--- config.mk ---
export PLATFORM = sky130hd
export DESIGN_NAME = stopwatch_ctrl
export DESIGN_NICKNAME = d
export VERILOG_FILES = /design/src/rtl/stopwatch_ctrl.sv
export SDC_FILE = /design/constraint.sdc
export NUM_CORES = 1
export LEC_CHECK = 0
export ABC_AREA = 1
export BUFFER_PORTS_ARGS = -buffer_cell sky130_fd_sc_hd__buf_2
export CORE_MARGIN = 2
export CORE_UTILIZATION = 30
export DETAILED_ROUTE_END_ITERATION = 6
export GPL_ROUTABILITY_DRIVEN = 0
export PLACE_DENSITY_LB_ADDON = 0.1
export SLEW_MARGIN = 5
export SYNTH_ARGS = -nofsm -noshare
export SYNTH_HDL_FRONTEND = slang
export SYNTH_SLANG_ARGS = --single-unit
export TNS_END_PERCENT = 10
--- constraint.sdc ---
create_clock -name clk -period 1.8 [get_ports clk]
set_input_delay 0.09 -clock clk [delete_from_list [all_inputs] [get_ports clk]]
set_output_delay 0.09 -clock clk [all_outputs]
set_load 0.005 [all_outputs]
--- src/rtl/stopwatch_ctrl.sv ---
// Run/pause/clear controller for a cascade of mod-N digit counters.
// Conditions two raw buttons, sequences a 3-state FSM and drives the tick/carry chain.
module stopwatch_ctrl #(
  parameter int unsigned PRESCALE = 100000,
  parameter int unsigned PS_WID   = 17,
  parameter int unsigned N_DIGITS = 4
) (
  input  logic                clk,
  input  logic                reset_n,
  input  logic                btn_run,
  input  logic                btn_clear,
  input  logic [N_DIGITS-1:0] digit_rollover,
  output logic [N_DIGITS-1:0] digit_inc,
  output logic                digit_clear,
  output logic                running,
  output logic                overflow
);

  typedef enum logic [1:0] {
    StIdle,
    StRunning,
    StPaused
  } state_e;

  localparam logic [PS_WID-1:0] PsMax = PS_WID'(PRESCALE - 1);

  state_e              r_state;
  logic                r_running;
  logic                r_digit_clear;
  logic                r_overflow;
  logic [PS_WID-1:0]   r_ps;
  // Bit 0 = first synchroniser stage, bit 1 = second, bit 2 = edge-detect delay.
  logic [2:0]          r_run_sync;
  logic [2:0]          r_clr_sync;

  logic                w_run_ev;
  logic                w_clr_ev;
  logic                w_clr_accept;
  logic                w_tick;
  logic [N_DIGITS-1:0] w_inc;
  logic                w_chain_wrap;

  always_ff @(posedge clk or negedge reset_n) begin
    if (!reset_n) begin
      r_run_sync <= '0;
      r_clr_sync <= '0;
    end else begin
      r_run_sync <= {r_run_sync[1:0], btn_run};
      r_clr_sync <= {r_clr_sync[1:0], btn_clear};
    end
  end

  assign w_run_ev     = r_run_sync[1] & ~r_run_sync[2];
  assign w_clr_ev     = r_clr_sync[1] & ~r_clr_sync[2];
  // Clearing a live count is refused; the user must pause first.
  assign w_clr_accept = w_clr_ev && (r_state != StRunning);

  assign w_tick = r_running && (r_ps == PsMax);

  always_comb begin
    w_inc    = '0;
    w_inc[0] = w_tick;
    for (int i = 1; i < int'(N_DIGITS); i++) begin
      w_inc[i] = w_inc[i-1] & digit_rollover[i-1];
    end
  end

  assign w_chain_wrap = w_inc[N_DIGITS-1] & digit_rollover[N_DIGITS-1];

  always_ff @(posedge clk or negedge reset_n) begin
    if (!reset_n) begin
      r_state       <= StIdle;
      r_running     <= 1'b0;
      r_digit_clear <= 1'b1;
      r_overflow    <= 1'b0;
      r_ps          <= '0;
    end else begin
      r_digit_clear <= w_clr_accept;
      if (w_clr_accept) begin
        // Clear beats a coincident run event, which is dropped.
        r_state    <= StIdle;
        r_running  <= 1'b0;
        r_overflow <= 1'b0;
        r_ps       <= '0;
      end else begin
        if (r_state == StRunning) begin
          r_ps <= (r_ps == PsMax) ? '0 : r_ps + 1'b1;
        end
        if (w_chain_wrap) begin
          r_overflow <= 1'b1;
        end
        if (w_run_ev) begin
          unique case (r_state)
            StIdle: begin
              r_state   <= StRunning;
              r_running <= 1'b1;
            end
            StRunning: begin
              r_state   <= StPaused;
              r_running <= 1'b0;
            end
            StPaused: begin
              r_state   <= StRunning;
              r_running <= 1'b1;
            end
            default: begin
              r_state   <= StIdle;
              r_running <= 1'b0;
            end
          endcase
        end
      end
    end
  end

  assign digit_inc   = w_inc;
  assign digit_clear = r_digit_clear;
  assign running     = r_running;
  assign overflow    = r_overflow;

endmodule
== Yosys cells after proc, flatten, opt, wreduce, memory -nomap -nowiden ==
Index checks and enable logic that the tools add are counted.

* Memory bits (read-only): 0
* Memories kept: 0
* Logic and storage cells: 38
* Bits in writable memories: 0
* Register bits: 28
* Output and inout bits: 7
* Latch bits: 0

* Magnitude comparators: 0
* Muxes and demuxes: 11
* Reductions and logical operators: 7
* Equality and inequality tests: 4
* Shifts and indexed selects: 0
* Divide/modulo/power cells: 0
* $mul: 0
* Bitwise operators: 8
* Add/subtract/negate cells: 1

{| class="wikitable"
|+ Operator list
! operator !! count
|-
| 17-bit 2-to-1 mux || 3
|-
| 17-bit by 1-bit adder with 17-bit output, second input constant || 1
|-
| 17-bit equality test, second input constant || 1
|-
| 1-bit bitwise AND || 6
|-
| 2-bit nonzero test || 3
|-
| 1-bit 2-to-1 mux || 5
|-
| 2-bit 2-to-1 mux || 2
|-
| 2-bit one-hot mux with 2 select lines || 1
|-
| 2-bit by 1-bit equality test with 1-bit output, second input constant || 1
|-
| 2-bit equality test, second input constant || 1
|-
| 1-bit logical AND || 2
|-
| 2-bit zero test || 1
|-
| 2-bit by 1-bit != test with 1-bit output, second input constant || 1
|-
| 1-bit inverter || 2
|-
| 2-bit OR reduction || 1
|}

== Longest topological paths before layout ==
Gate-level depths: netlist of run 1.

* Depth after elaboration: 8
* Mapped depth: 10

== Least setup slack after synthesis of run 1 ==
OpenSTA, ideal clock, no wires.

* Path type: register -> register
* From: register r_ps[0]
* To: register r_ps[11]
* Arrival: 1.289 ns
* Path slack: 0.390 ns
* Cell stages (with the launch flop): 10
* Buffers on the path: 1
* Library setup time: 0.120 ns
* Cells stage by stage: dfrtp_1 ha_1 nand3_2 nor2_1 nand3_1 nand2_2 buf_6 a21oi_2 o21ai_2 o21ai_2

* Word-level cells in the longest chain between the ends: 4
* Elaborated cells on any way between the ends: 5
* Classes of those cells: 1 x add/sub; 1 x eq/ne; 3 x mux

{| class="wikitable"
|+ Ends and longest elaborated chain
! element !! line !! text
|-
| start, declared || 31 || <nowiki>logic [PS_WID-1:0] r_ps;</nowiki>
|-
| start signal, assigned || 87 || <nowiki>r_ps <= (r_ps == PsMax) ? '0 : r_ps + 1'b1;</nowiki>
|-
| 17-bit by 1-bit adder with 17-bit output / 17-bit equality test (equally long branches) || 87 ||
|-
| 17-bit 2-to-1 mux (*) || 87 ||
|-
| 17-bit 2-to-1 mux (*) || 86 || <nowiki>if (r_state == StRunning) begin</nowiki>
|-
| 17-bit 2-to-1 mux (*) || 79 || <nowiki>if (w_clr_accept) begin</nowiki>
|}

Every way passes the cells marked *; elsewhere a longest branch is shown, timed or not. The select of a mux whose other input is x is not followed.
A chain may end at the register's enable or synchronous reset.

== Worst setup path after layout of run 1 ==
* From: register r_ps[1]
* To: output port digit_inc[3]

* Word-level cells in the longest chain between the ends: 5

{| class="wikitable"
|+ Ends and longest elaborated chain
! element !! line !! text
|-
| 17-bit equality test || 58 || <nowiki>assign w_tick = r_running && (r_ps == PsMax);</nowiki>
|-
| 1-bit logical AND || 58 ||
|-
| 1-bit bitwise AND (3 in a row) || 64 || <nowiki>w_inc[i] = w_inc[i-1] & digit_rollover[i-1];</nowiki>
|-
| end, declared || 13 || <nowiki>output logic [N_DIGITS-1:0] digit_inc,</nowiki>
|}

Every way passes these cells.

==> results of run 1 <==
-- area by class of cell --
type                    count  area (um2)  area share, %
clock buffers               3        41.3           2.33
clock inverters             1        30.0           1.70
multi-input cells         108         658           37.2
flip-flops and latches     28         702           39.7
inverters                  27         101           5.73
well taps                  67        83.8           4.74
repair buffers             24         153           8.63
-- worst max-delay path, delay by kind of cell (launching register included) --
kind          cells  cell delay [ns]
fa+ha+maj         1             0.20
buf+inv           2             0.22
flops             1             0.37
simple gates      5             0.57
-- repair_timing --
action	CTS	global route
setup endpoints to repair	2	3
pin swaps	0	3
endpoints found under the hold margin	29	0
buffers inserted	3	2
gates resized for setup	3	4
hold buffers	3	0
-- Yosys cell counts (all sizes together) --
cell	instances	share of area, %
nand2	31	8.3
dfrtp	27	46
inv	27	6.9
nor2	18	5.6
nand3	14	6.1
o21ai	11	4.5
o22ai	6	2.6
xor2	6	3.6
a21oi	5	2.0
nand4	5	2.6
buf	3	1.8
nor3	3	2.5
a31oi	2	0.85
a22o	1	0.60
a2bb2oi	1	0.60
dfstp	1	1.8
ha	1	0.85
mux2	1	0.77
nor3b	1	0.85
o31ai	1	0.51
xnor2	1	0.60
-- where the power goes --
| part | internal [W] | total (W) | switching [W] |
|---|---|---|---|
| sequential | 0.000705 | 0.000754 | 0.0000489 |
| combinational | 0.000177 | 0.000471 | 0.000294 |
| clock | 0.000298 | 0.000496 | 0.000198 |
-- kinds of logic after synthesis --
logic type / Yosys count
flops: 28
fa+ha+maj: 1
compound gates: 27
simple gates: 72
xor+xnor: 7
buf+inv: 30
mux: 1
-- per-stage QoR --
stage / cells / total power (W)
2_1_floorplan: 166 / 0.00106
6_report: 258 / 0.00172
3_5_place_dp: 246 / 0.00120
3_3_place_gp: 246 / 0.00120
5_1_grt: 258 / 0.00183
4_1_cts: 256 / 0.00174
-- placed cells by master, fill, tap and decap left out, types with 4 or more instances in the layout --
master    n
inv_1    24
xor2_1    6
nand4_1   4
o22ai_1   6
nor2_1   13
nand3_1   9
nand3_2   5
o21ai_0   7
buf_4     7
a21oi_1   4
buf_2    14
dfrtp_1  27
nand2_1  28
-- metal layers --
metal  wire length [um]  up-vias  GRT usage (%)
met3                 82        6           2.88
met4                 59        0           3.64
met2               1470       17           20.4
met5                  0        -              0
met1               1460      540           15.7
li1                   -      589              -
-- registers in the layout (all words and copies together), names as in the netlist --
register and count:
digit_clear 1, r_run_sync 3, overflow 1, r_state 2, running 1, r_ps 17
r_clr_sync 3
-- worst min-delay path by stage --
stage | from | to | slack (ns) | cells past startpoint
global route | digit_rollover[3] | overflow | 0.09 | 3
global placement | reset_n | r_ps[7] | 0.15 | 1
CTS | digit_rollover[3] | overflow | 0.08 | 3
finish | digit_rollover[3] | overflow | 0.08 | 3
detailed placement | reset_n | r_ps[7] | 0.16 | 1
floorplan | reset_n | overflow | -0.21 | 0
==> flow_summary.ini, run 1 <==
[timing]
setup_viol = 0
rsz0062_at_grt = yes
setup_ws_ns = 0.0581
drv_slew = 0
max_slew_margin_pct = 57.7
fmax_mhz = 574
skew_ns = 0.00442
fin_crit_ns = 1.74
tns_ns = 0
tightest_slew_ns = 0.635
min_period_over_period_pct = 96.8
finalHoldViolCount = 0
holdWs_ns = 0.0834

[clock_tree]
clk_path_buf_depth = 2
clk_pin_slew_ns = 0.10
numCtsBuffers = 3
tritoncts = yes
root_buffer = clkbuf_8
cts.sinks = 28
insertion_delay_ns = 0.27
htree_levels = 1

[power]
leakage_nw = 0.795
peakVddDrop_mv = 0.503
p_per_area_nw_per_um2 = 973

[critical_path]
crit_path_frequent_cell = nand3_2
end_kind = primary output
required_ns = 1.71
slowest_delay_ns = 0.37
critPathMaxFanout = 4
worst-setup-path-type = reg2out
r2r_start = r_ps[1]
r2r_slack_ns = 0.25
worstReg2RegEnd = r_ps[9]
crit_start = r_ps[1]
worstPathCellList = ha_2 > nand3_2 > inv_2 > nand3_2 > nor2_4 > nand2_2 > nor3b_2 > buf_2
crit_slowest_cell = dfrtp_1
reg2reg_depth = 10
endpoint = digit_inc[3]
cp.arrival_ns = 1.65
start_kind = flop

[placed_design]
hpwl_mm = 2.24
port_buffers = 14
placed_area_um2 = 1610
place_ws_ns = 0.200

[yosys]
synth_mux_area_share_pct = 0.769
synth_compound_area_share_pct = 11.6
synth_top_family_by_area = simple AND/OR/NAND/NOR gates
synth-warning-count = 0
synth_fp_nets = 175
ys_seq_elements = 28
synth.distinct_cells = 32
syn_area_per_cell_um2 = 8.83
ys_seq_area_share_pct = 47.9
netlist_area_um2 = 1470
syn_inst = 166
yosys.area_share.simple_pct = 26.0
synth_xor_area_share_pct = 4.18
synth_fa_ha_area_share_pct = 0.854

[drt]
wire_per_inst_um = 11.9
dr.pass1.iters = 4
ant_nets = 0
vias = 1152
drtIter0Drc = 58
viasPerCell = 4.47
drt-total-wl_mm = 3.07
drc = 0

[floorplanning]
placementRows = 25
io_pins = 15
initial_utilization_pct = 31.0
design.core.area_um2 = 4720
fp.dieArea_um2 = 5460
die_h_um = 73.9
die_x_um = 73.9

[layout]
layout-drive-gt1-share_pct = 27.7
antennaDiodeCount = 0
design_area_um2 = 1770
fin_util_pct = 37.5
nets = 201
fillers = 484
area_delta_synth_final_pct = 20.8

[global_routing]
grt_overflow = 0
grt_pass1_vias = 1142
grt_usage_pct = 12.2
grt_pass1_wl_mm = 5.09
grt_max_degree = 29
antenna_found_initial = 0

[hold_path]
hold_class = in2reg

[flow_run]
maxCapViolCount = 0

[status]
outcome = completed
Power figures use the tool's default switching activity.
==> run 2: changes to the inputs <==
CORE_ASPECT_RATIO = 1.75   (was unset)
==> run 2 against run 1 <==
Net effect: non-clock buffer count stayed put; via count is 3.0% higher; final area is 1.3% lower.
==> flow_summary.ini, run 2 (synthesized netlist as in run 1, its figures left out) <==
[drt]
wire_per_inst_um = 13.5
dr.pass1.iters = 4
drt-total-wl_mm = 3.28
vias = 1187
viasPerCell = 4.88
ant_nets = 0
drc = 0
drtIter0Drc = 43

[global_routing]
grt_pass1_vias = 1258
grt_overflow = 0
antenna_found_initial = 0
grt_pass1_wl_mm = 5.81
grt_usage_pct = 13.9
grt_max_degree = 29

[timing]
fmax_mhz = 573
max_slew_margin_pct = 57.5
rsz0062_at_grt = yes
finalHoldViolCount = 0
setup_ws_ns = 0.0550
drv_slew = 0
tightest_slew_ns = 0.638
min_period_over_period_pct = 96.9
setup_viol = 0
skew_ns = 0.00372
fin_crit_ns = 1.74

[layout]
largest_reg_flops = 17
largest_register = r_ps
nets = 201
stdcell_count = 243
area_delta_synth_final_pct = 19.1
reg_top3 = r_ps: 17 flops, r_clr_sync: 3 flops, r_run_sync: 3 flops
final_cell_mix = 28 x nand2_1, 25 x dfrtp_1, 24 x inv_1
final_common_cell = nand2_1
antennaDiodeCount = 0
layout-drive-gt1-share_pct = 28.3

[placed_design]
hpwl_mm = 2.56
dp.cells = 231
port_buffers = 14
place_ws_ns = 0.130

[status]
outcome = completed

[critical_path]
slowest_delay_ns = 0.37
end_kind = primary output
required_ns = 1.71
start_kind = flop
cp.arrival_ns = 1.65
r2r_start = r_ps[0]
crit_slowest_cell = dfrtp_1
worstPathCellList = ha_2 > nand3_4 > inv_2 > nand3_1 > nor2_2 > nand2_2 > nor3b_2 > buf_2
critPathMaxFanout = 4
r2r_slack_ns = 0.20
worstReg2RegEnd = r_ps[9]
reg2reg_depth = 10
worst-setup-path-type = reg2out

[clock_tree]
tritoncts = yes
htree_levels = 1
insertion_delay_ns = 0.27
numCtsBuffers = 3
clk_path_buf_depth = 2
cts.sinks = 28
clk_pin_slew_ns = 0.10
root_buffer = clkbuf_8

[floorplanning]
placementRows = 33
fp.dieArea_um2 = 5480
initial_utilization_pct = 31.1
design.core.area_um2 = 4710
io_pins = 15
die_h_um = 96.4
die_x_um = 56.8

[hold_path]
hold_path_depth = 3
hold_end = overflow
hold_class = in2reg
min_from = digit_rollover[3]

[power]
p_per_area_nw_per_um2 = 985
peakVddDrop_mv = 0.542
p_total_w = 0.00172
leakage_nw = 0.789

[flow_run]
maxCapViolCount = 0
==> run 2: cell counts in the layout (fill, tap and decap cells not counted) <==
No cell type changed its count.
==> run 2: per-stage QoR <==
| step | TNS, ns | area [um2] | hold slack, ns | util (%) |
|---|---|---|---|---|
| final | 0 | 1750 | 0.0883 | 37.1 |
| after floorplan | 0 | 1470 | -0.206 | - |
| after global routing | -0.124 | 1750 | 0.122 | 37.1 |
| after global placement | 0 | 1590 | 0.158 | 33.8 |
| after detailed placement | 0 | 1590 | 0.151 | 33.8 |
| after CTS | 0 | 1720 | 0.0904 | 36.5 |
==> run 2: metal layers <==
layer  GRT usage (%)  share of wire, %
met3            1.73               2.8
met1            14.6                38
met5               0                 0
met4            5.43               1.6
met2            27.4                57
==> run 2: how the worst max path moves through the flow <==
stage	from	depth (start not counted)	slack [ns]	endpoint
CTS	r_ps[13]	8	0.02	digit_inc[3]
detailed placement	r_ps[0]	10	0.13	r_ps[9]
global route	r_ps[13]	8	-0.08	digit_inc[3]
finish	r_ps[0]	8	0.06	digit_inc[3]
global placement	r_ps[0]	10	0.20	r_ps[9]
floorplan	r_ps[0]	9	0.39	r_ps[11]
==> run 2: where the power goes <==
part | internal, W | switching, W
registers | 0.000705 | 0.0000554
clock network | 0.000298 | 0.000200
logic | 0.000177 | 0.000285
==> run 2: what timing repair did <==
action,4_1_cts,5_1_grt
pin swaps,0,2
buffers inserted,2,3
resized for setup,5,2
endpoints found under the setup margin,2,2
hold endpoints to repair,29,0
hold buffers,3,0
==> run 2: layout make-up <==
cell class	count	area (um2)
Timing Repair Buffer	24	153
Fill cell	486	2960
Clock inverter	1	30.0
Inverter	27	101
Clock buffer	3	41.3
Tap cell	52	65.1
Multi-Input combinational cell	108	651
Sequential cell	28	704
==> run 2: critical path, delay by kind of cell, from the launching register on <==
| family | cells | cell delay, ns |
|---|---|---|
| flops | 1 | 0.37 |
| buf+inv | 2 | 0.20 |
| simple gates | 5 | 0.59 |
| fa+ha+maj | 1 | 0.22 |
